[config.mk]
export PLATFORM = sky130hd
export DESIGN_NAME = csr_unit
export DESIGN_NICKNAME = d
export VERILOG_FILES = /design/src/rtl/csr_unit.sv
export SDC_FILE = /design/constraint.sdc
export NUM_CORES = 1
export LEC_CHECK = 0
export ABC_CLOCK_PERIOD_IN_PS = 5000
export CAP_MARGIN = 20
export CORE_MARGIN = 10
export CORE_UTILIZATION = 40
export DETAILED_ROUTE_END_ITERATION = 10
export GPL_ROUTABILITY_DRIVEN = 0
export PLACE_DENSITY = 0.66
export SLEW_MARGIN = 20
export SYNTH_ARGS = -nofsm -noshare
export SYNTH_HDL_FRONTEND = slang
export SYNTH_SLANG_ARGS = --single-unit
[constraint.sdc]
create_clock -name clk -period 5 [get_ports clk]
set_clock_uncertainty 0.1 [all_clocks]
set_input_delay 1.25 -clock clk [delete_from_list [all_inputs] [get_ports clk]]
set_output_delay 1.25 -clock clk [all_outputs]
set_load 0.005 [all_outputs]
[src/rtl/csr_unit.sv]
// rtl/csr_unit.sv - machine-mode CSR file with interrupt entry and MRET redirect
// Optional CSR_VECTORED_EN enables vectored mtvec mode (mtvec[1:0] = 1).
module csr_unit (
  input  logic        clk,
  input  logic        rst,
  input  logic        csr_reg_wr,
  input  logic        csr_reg_rd,
  input  logic [31:0] inst,
  input  logic [31:0] csr_wdata,
  input  logic [31:0] pc,
  input  logic        is_mret,
  input  logic        timer_irq,
  input  logic        ext_irq,
  output logic [31:0] csr_rdata,
  output logic        epc_taken,
  output logic [31:0] epc
);

  typedef enum logic [1:0] {RUN, TRAP, RET} state_t;

  localparam logic [11:0] ADDR_MSTATUS = 12'h300;
  localparam logic [11:0] ADDR_MIE     = 12'h304;
  localparam logic [11:0] ADDR_MTVEC   = 12'h305;
  localparam logic [11:0] ADDR_MEPC    = 12'h341;
  localparam logic [11:0] ADDR_MCAUSE  = 12'h342;
  localparam logic [11:0] ADDR_MIP     = 12'h344;

  localparam logic [31:0] CAUSE_EXT   = 32'h8000_000B;
  localparam logic [31:0] CAUSE_TIMER = 32'h8000_0007;

  state_t state, state_nxt;

  logic        mstatus_mie, mstatus_mpie;
  logic        mie_mtie, mie_meie;
  logic        mip_mtip, mip_meip;
  logic [29:0] mtvec_base;
  logic        mtvec_mode;
  logic [29:0] mepc_q;
  logic [31:0] mcause_q;

  logic [11:0] csr_addr;
  logic [4:0]  rs1_field;
  logic [2:0]  funct3;
  logic [31:0] cur_val;
  logic [31:0] src_val;
  logic [31:0] wr_val;
  logic        op_we;
  logic        irq_take;
  logic        mret_take;
  logic        csr_we;
  logic [31:0] trap_target;
  logic        unused_ok;

  assign csr_addr  = inst[31:20];
  assign rs1_field = inst[19:15];
  assign funct3    = inst[14:12];
  assign unused_ok = ^{inst[11:0], pc[1:0], mcause_q[31:30]};

  always_comb begin
    cur_val = 32'd0;
    case (csr_addr)
      ADDR_MSTATUS: cur_val = {24'd0, mstatus_mpie, 3'd0, mstatus_mie, 3'd0};
      ADDR_MIE:     cur_val = {20'd0, mie_meie, 3'd0, mie_mtie, 7'd0};
      ADDR_MTVEC:   cur_val = {mtvec_base, 1'b0, mtvec_mode};
      ADDR_MEPC:    cur_val = {mepc_q, 2'b00};
      ADDR_MCAUSE:  cur_val = mcause_q;
      ADDR_MIP:     cur_val = {20'd0, mip_meip, 3'd0, mip_mtip, 7'd0};
      default:      cur_val = 32'd0;
    endcase
  end

  // Read data is the value before any write this cycle takes effect.
  assign csr_rdata = csr_reg_rd ? cur_val : 32'd0;

  always_comb begin
    src_val = funct3[2] ? {27'd0, rs1_field} : csr_wdata;
    wr_val  = cur_val;
    op_we   = 1'b0;
    case (funct3[1:0])
      2'b01: begin
        wr_val = src_val;
        op_we  = 1'b1;
      end
      2'b10: begin
        wr_val = cur_val | src_val;
        op_we  = (rs1_field != 5'd0);
      end
      2'b11: begin
        wr_val = cur_val & ~src_val;
        op_we  = (rs1_field != 5'd0);
      end
      default: begin
        wr_val = cur_val;
        op_we  = 1'b0;
      end
    endcase
  end

`ifdef CSR_VECTORED_EN
  always_comb begin
    if (mtvec_mode)
      trap_target = {mtvec_base, 2'b00} + {mcause_q[29:0], 2'b00};
    else
      trap_target = {mtvec_base, 2'b00};
  end
`else
  assign trap_target = {mtvec_base, 2'b00};
`endif

  always_ff @(posedge clk or posedge rst) begin
    if (rst)
      state <= RUN;
    else
      state <= state_nxt;
  end

  always_comb begin
    state_nxt = state;
    epc_taken = 1'b0;
    epc       = 32'd0;
    irq_take  = 1'b0;
    mret_take = 1'b0;
    csr_we    = 1'b0;
    case (state)
      RUN: begin
        irq_take  = mstatus_mie & ((mie_mtie & mip_mtip) | (mie_meie & mip_meip));
        mret_take = is_mret & ~irq_take;
        csr_we    = csr_reg_wr & op_we & ~irq_take;
        if (irq_take)
          state_nxt = TRAP;
        else if (mret_take)
          state_nxt = RET;
      end
      TRAP: begin
        epc_taken = 1'b1;
        epc       = trap_target;
        state_nxt = RUN;
      end
      RET: begin
        epc_taken = 1'b1;
        epc       = {mepc_q, 2'b00};
        state_nxt = RUN;
      end
      default: state_nxt = RUN;
    endcase
  end

  always_ff @(posedge clk or posedge rst) begin
    if (rst) begin
      mstatus_mie  <= 1'b0;
      mstatus_mpie <= 1'b0;
      mie_mtie     <= 1'b0;
      mie_meie     <= 1'b0;
      mip_mtip     <= 1'b0;
      mip_meip     <= 1'b0;
      mtvec_base   <= 30'd0;
      mepc_q       <= 30'd0;
      mcause_q     <= 32'd0;
    end else begin
      mip_mtip <= timer_irq;
      mip_meip <= ext_irq;
      if (irq_take) begin
        mepc_q       <= pc[31:2];
        mstatus_mpie <= mstatus_mie;
        mstatus_mie  <= 1'b0;
        mcause_q     <= (mie_meie & mip_meip) ? CAUSE_EXT : CAUSE_TIMER;
      end else begin
        if (csr_we) begin
          case (csr_addr)
            ADDR_MSTATUS: begin
              mstatus_mie  <= wr_val[3];
              mstatus_mpie <= wr_val[7];
            end
            ADDR_MIE: begin
              mie_mtie <= wr_val[7];
              mie_meie <= wr_val[11];
            end
            ADDR_MTVEC:  mtvec_base <= wr_val[31:2];
            ADDR_MEPC:   mepc_q     <= wr_val[31:2];
            ADDR_MCAUSE: mcause_q   <= wr_val;
            default: ;
          endcase
        end
        // MRET's mstatus update overrides a same-cycle mstatus write.
        if (mret_take) begin
          mstatus_mie  <= mstatus_mpie;
          mstatus_mpie <= 1'b1;
        end
      end
    end
  end

`ifdef CSR_VECTORED_EN
  // Only mode 0/1 are legal; any other written mode falls back to direct.
  always_ff @(posedge clk or posedge rst) begin
    if (rst)
      mtvec_mode <= 1'b0;
    else if (!irq_take && csr_we && csr_addr == ADDR_MTVEC)
      mtvec_mode <= (wr_val[1:0] == 2'b01);
  end
`else
  assign mtvec_mode = 1'b0;
`endif

endmodule

# After elaboration in Yosys (flattened, before gate mapping)
# Index checks and enable logic that the tools add are counted.
# totals
regBits	100
input_bits	103
output_inout_bits	65
word_cells	76
# classes
n_eq_ne	12
n_mux	28
n_bitwise	12
n_reduce_logical	14
# op_table
cell	n
$pmux W32 S6	1
$mux W32	5
$pmux W32 S3	1
$mux W30	3
$eq A12 B10 Y1 const B	6
$pmux W32 S2	1
$and A32 B32 Y32	1
$not A32 Y32	1
$or A32 B32 Y32	1
$mux W1	12
$and A1 B1 Y1	6
$eq A2 B2 Y1 const B	3
$mux W2	3
$reduce_and A2 Y1	3
$reduce_and A3 Y1	2
$reduce_bool A2 Y1	3
$reduce_bool A3 Y1	2
$reduce_bool A5 Y1	1
$eq A2 B1 Y1 const B	2
$mux W4	1
$reduce_or A2 Y1	2
$ne A3 B3 Y1 const B	1
$logic_not A2 Y1	1
$not A1 Y1	2
2 further kinds	2

# Longest topological paths before layout
# Gate-level depths: netlist of run 1.
# depth
ltp_word	9
mapped_depth	9

# Least setup slack after synthesis of run 1
# OpenSTA, ideal clock, no wires.
# synth_path
kind	input to output
startpoint	input port inst[25]
endpoint	output port csr_rdata[3]
arrival_time_ns	2.566
required_time_ns	3.650
path_slack_ns	1.084
path_stages	5
path_buffers	0
cell_sequence	or4_1 -> or3_1 -> o22ai_1 -> a22oi_1 -> nor2b_1
# synth_via
elab_chain_len	3
word_cells_on_any_way	8
classes_between	6 x eq/ne; 2 x mux
# synth_lines
element	line	source
start, declared	8	input logic [31:0] inst,
$eq A12 B10 Y1	61	case (csr_addr)
$pmux W32 S6 (*)	61	
$mux W32 (*)	73	assign csr_rdata = csr_reg_rd ? cur_val : 32'd0;
end, declared	14	output logic [31:0] csr_rdata,
# Mark *: on every way between the ends. The rest lies on a longest branch, timed or not.

# Worst setup path in the final report of run 1
# layout_path
startpoint	input port inst[26]
endpoint	output port csr_rdata[23]
# Same word-level chain as after synthesis.

==> results of run 1 <==
[logic make-up (layout without fill, tap and decap cells)]
logic type                 after synthesis  count (layout)  share of synthesized area [%]
AOI/OAI and AO/OA                      251             251                           26.9
xor gates and xnor gates                24              24                           2.84
adders and majority gates                3               3                          0.507
buffers and inverters                   86             218                           5.76
DFF                                    100             100                           33.8
muxes                                   29              29                           4.41
other                                    1               2                         0.0506
and+or+nand+nor                        353             353                           25.8
[final cells by class]
class / count / area (sq um) / area share, %
clock buffer: 13 / 260 / 2.72
clock inverter: 3 / 43.8 / 0.458
inverter: 7 / 28.8 / 0.301
multi-input combinational: 662 / 4510 / 47.2
sequential: 100 / 2500 / 26.2
tap: 229 / 287 / 3.00
timing repair buffer: 195 / 1930 / 20.2
[worst max-delay path by stage]
stage               depth (start not counted)             to  slack (ns)  startpoint
floorplan                                   1    mcause_q[0]        1.03         rst
global placement                            7   csr_rdata[3]        0.06    inst[24]
detailed placement                          7   csr_rdata[3]        0.06    inst[24]
CTS                                         7   csr_rdata[3]        0.05    inst[24]
global route                                9  csr_rdata[21]       0.005    inst[26]
finish                                      9  csr_rdata[23]        0.10    inst[26]
[state kept, by name, indices dropped and copies added, names as in the netlist]
name / cells
mcause_q: 32
mepc_q: 30
mtvec_base: 30
state: 2
mie_meie: 1
mie_mtie: 1
mip_meip: 1
mip_mtip: 1
mstatus_mie: 1
mstatus_mpie: 1
[per-stage QoR]
step / util [%] / cells / power [uW]
after floorplan: - / 848 / 1780
after global placement: 51.0 / 1192 / 2270
after detailed placement: 51.0 / 1192 / 2290
after CTS: 52.7 / 1208 / 3030
after global routing: 52.9 / 1209 / 3200
final: 52.9 / 1209 / 3020
[routing by layer]
metal / routed length, microns / part of all wire [%]
met4: 528 / 2.0
met5: 0 / 0
met2: 12800 / 48
met3: 1890 / 7.0
met1: 11600 / 43
[where the power goes]
group / switching [uW] / total (uW) / internal (uW) / leakage (uW)
combinational: 661 / 1220 / 556 / 0.00231
sequential: 116 / 1070 / 950 / 0.00131
clock: 322 / 739 / 418 / 0.000150
[timing repair]
action	4_1_cts	5_1_grt
hold buffers	0	0
resized for setup	0	7
endpoints found under the setup margin	0	12
[worst max-delay path, cell delays in order]
cell                              delay [ns]
sky130_fd_sc_hd__clkdlybuf4s50_1        0.45
sky130_fd_sc_hd__buf_4                  0.17
sky130_fd_sc_hd__nor4_4                 0.39
sky130_fd_sc_hd__and3_1                 0.27
sky130_fd_sc_hd__buf_12                 0.13
sky130_fd_sc_hd__a22o_1                 0.16
sky130_fd_sc_hd__a21oi_1                0.05
sky130_fd_sc_hd__nor2b_1                0.13
sky130_fd_sc_hd__clkdlybuf4s50_1        0.52
[cells in the final DEF, fill, tap and decap left out, types with 5 or more instances in the layout]
master / netlist / routed
sky130_fd_sc_hd__a22oi_1: 36 / 36
sky130_fd_sc_hd__a22oi_2: 18 / 18
sky130_fd_sc_hd__mux2i_1: 6 / 6
sky130_fd_sc_hd__a21o_1: 21 / 21
sky130_fd_sc_hd__buf_12: 0 / 7
sky130_fd_sc_hd__nor2_1: 48 / 48
sky130_fd_sc_hd__nand2_1: 96 / 96
sky130_fd_sc_hd__and2_1: 9 / 9
sky130_fd_sc_hd__inv_1: 7 / 6
sky130_fd_sc_hd__a32o_1: 5 / 5
sky130_fd_sc_hd__a21oi_1: 17 / 17
sky130_fd_sc_hd__nand3_1: 36 / 35
sky130_fd_sc_hd__xnor2_1: 23 / 23
sky130_fd_sc_hd__o21ai_1: 19 / 19
sky130_fd_sc_hd__dfrtp_1: 100 / 100
sky130_fd_sc_hd__clkbuf_16: 0 / 9
sky130_fd_sc_hd__a2bb2oi_1: 8 / 8
sky130_fd_sc_hd__nand3b_1: 43 / 43
sky130_fd_sc_hd__a21bo_2: 19 / 19
sky130_fd_sc_hd__o21ai_0: 48 / 48
sky130_fd_sc_hd__buf_4: 4 / 35
sky130_fd_sc_hd__a22o_1: 7 / 7
sky130_fd_sc_hd__and3_1: 25 / 24
sky130_fd_sc_hd__clkdlybuf4s50_1: 0 / 147
sky130_fd_sc_hd__mux2_2: 20 / 20
sky130_fd_sc_hd__nor2b_1: 67 / 67
sky130_fd_sc_hd__a211oi_2: 19 / 19
==> metrics.txt, run 1 <==
setup repair after global routing missed its margin=false; final number of setup-violating endpoints=0; Horiz. Die Dim=about 160 microns; part of the cycle the worst path needs=97.9%; leading cell type by number of instances after synthesis=sky130_fd_sc_hd__dfrtp_1; capturing point of the worst reg2reg path=mepc_q[0]; diodes inserted=0; clock transition time at the flip-flop clock pins of the worst setup and hold paths=approximately 0.060 ns; overall via count from detail_route=just over 7,000; worst slew pin tran=between 1 and 1.5 ns; endpoint required time on the critical path=between 3 and 4 ns; minimum setup slack among reg-to-reg paths=about 1.8 ns; total clock buffers created by CTS=9; kind of end point of the critical path=primary output; part of the Yosys area used for sequential elements=between 30% and 40%; detailed-route wire length per cell=22.2 microns; share of the synthesized area in the top cell type=between 30% and 40%; H-tree depth=3; number of violations reported at the end of detailed-routing iteration 0=around 610; worst flop-to-flop path startpoint=state[0]; Mean Syn Cell Area=between 8 and 9 sq um; post-CTS setup repair buffer count=0; number of buffers between clock root and the deepest sink=2; global-route met2 utilization=~35%; Min-Delay Path Class=flip-flop to flip-flop; number of warnings printed during yosys synthesis=0; met1 track utilization from global routing=about 28%; Setup crit start kind=primary input; power density over cell area=roughly 320 nW/um^2; dpl ws=roughly 0.062 ns; count of antenna-violating nets left after detailed routing=0; Post-synth ARST share=100%; origin of the worst min-delay path=mcause_q[17]; Unique masters post-synth=between 70 and 80; number of clock sinks seen by CTS=100; later-pin clock latency in the skew report=about 0.36 ns; Main synth FF type=sky130_fd_sc_hd__dfrtp_1; number of rows in the core area=between 40 and 50; global routing usage on met3=roughly 4.2%; GRT Util Overall=between 20 and 25%; share of layout cells above drive strength 1=16.1%; total leakage power=~0.0038 uW; global-route wire length before repair=between 40,000 and 50,000 microns; number of nets in the finished design=roughly 1,100; outcome=finished, final reports clean; initial core utilization=between 40% and 50%; hold-critical path endpoint=mcause_q[17]; shortest clock period the worst path allows after layout=around 4.9 ns; count of fill cells added during filler insertion=1,676; Area contributors post-synth=sky130_fd_sc_hd__dfrtp_1 (34%), sky130_fd_sc_hd__nor2b_1 (5.7%), sky130_fd_sc_hd__nand2_1 (4.9%); average via count per standard cell=just under 6; cell area after layout=about 9600 sq um; most frequent cells after synthesis=sky130_fd_sc_hd__dfrtp_1 (100), sky130_fd_sc_hd__nand2_1 (96), sky130_fd_sc_hd__nor2b_1 (67); via count of the first global-routing pass=around 7,000; final hold viol count=0; highest fanout seen on the critical path=7; pin count of the biggest net entering global routing=53; IR Drop Worst-Case VDD=between 0.2 and 0.25 mV; first-pass iteration count of the detailed router=5; busiest layer in global routing=met2; max-cap check violation count=0; clock tree from TritonCTS=done; final worst-path setup slack=~0.10 ns; synthesis-to-finish area growth=29.2%; number of buffer cells added on primary ports=between 150 and 200; Clock Tree Root=sky130_fd_sc_hd__clkbuf_16; vertical extent of the die=156 microns; core area=~18,000 sq um; kind of critical path=primary input to primary output; reg2reg path depth=6; Die Outline Area=between 20,000 and 25,000 sq um; number of instances in the synthesized netlist=847; final slew viol count=0; Post-Place Cell Area=between 9000 and 10,000 sq um; Hold Worst Slack=roughly 0.4 ns; Yosys top cell by area=sky130_fd_sc_hd__dfrtp_1; Synth Register Bits=100; WHS Path Cells=2; number of antenna violations at the first check in global routing=0; Max-slew headroom=a little under a third; CP arrival=3.55 ns; wire length after detailed routing=26,800 microns; residual overflow from global routing=0; number of synthesized flops with an enable pin=0; detailed-placement wirelength estimate=~18,000 microns; setup TNS=0 ns; f_max=roughly 200 MHz; synthesized area=between 7000 and 8000 sq um; count of boundary I/O pins=between 150 and 200; DRC=0
No activity file was read; power rests on OpenSTA's default activity.
==> run 2, diff against run 1 <==
HOLD_SLACK_MARGIN = 0.1   (was default)
==> results of run 2 <==
Final layout, timing and power as in run 1 (identical DEF).
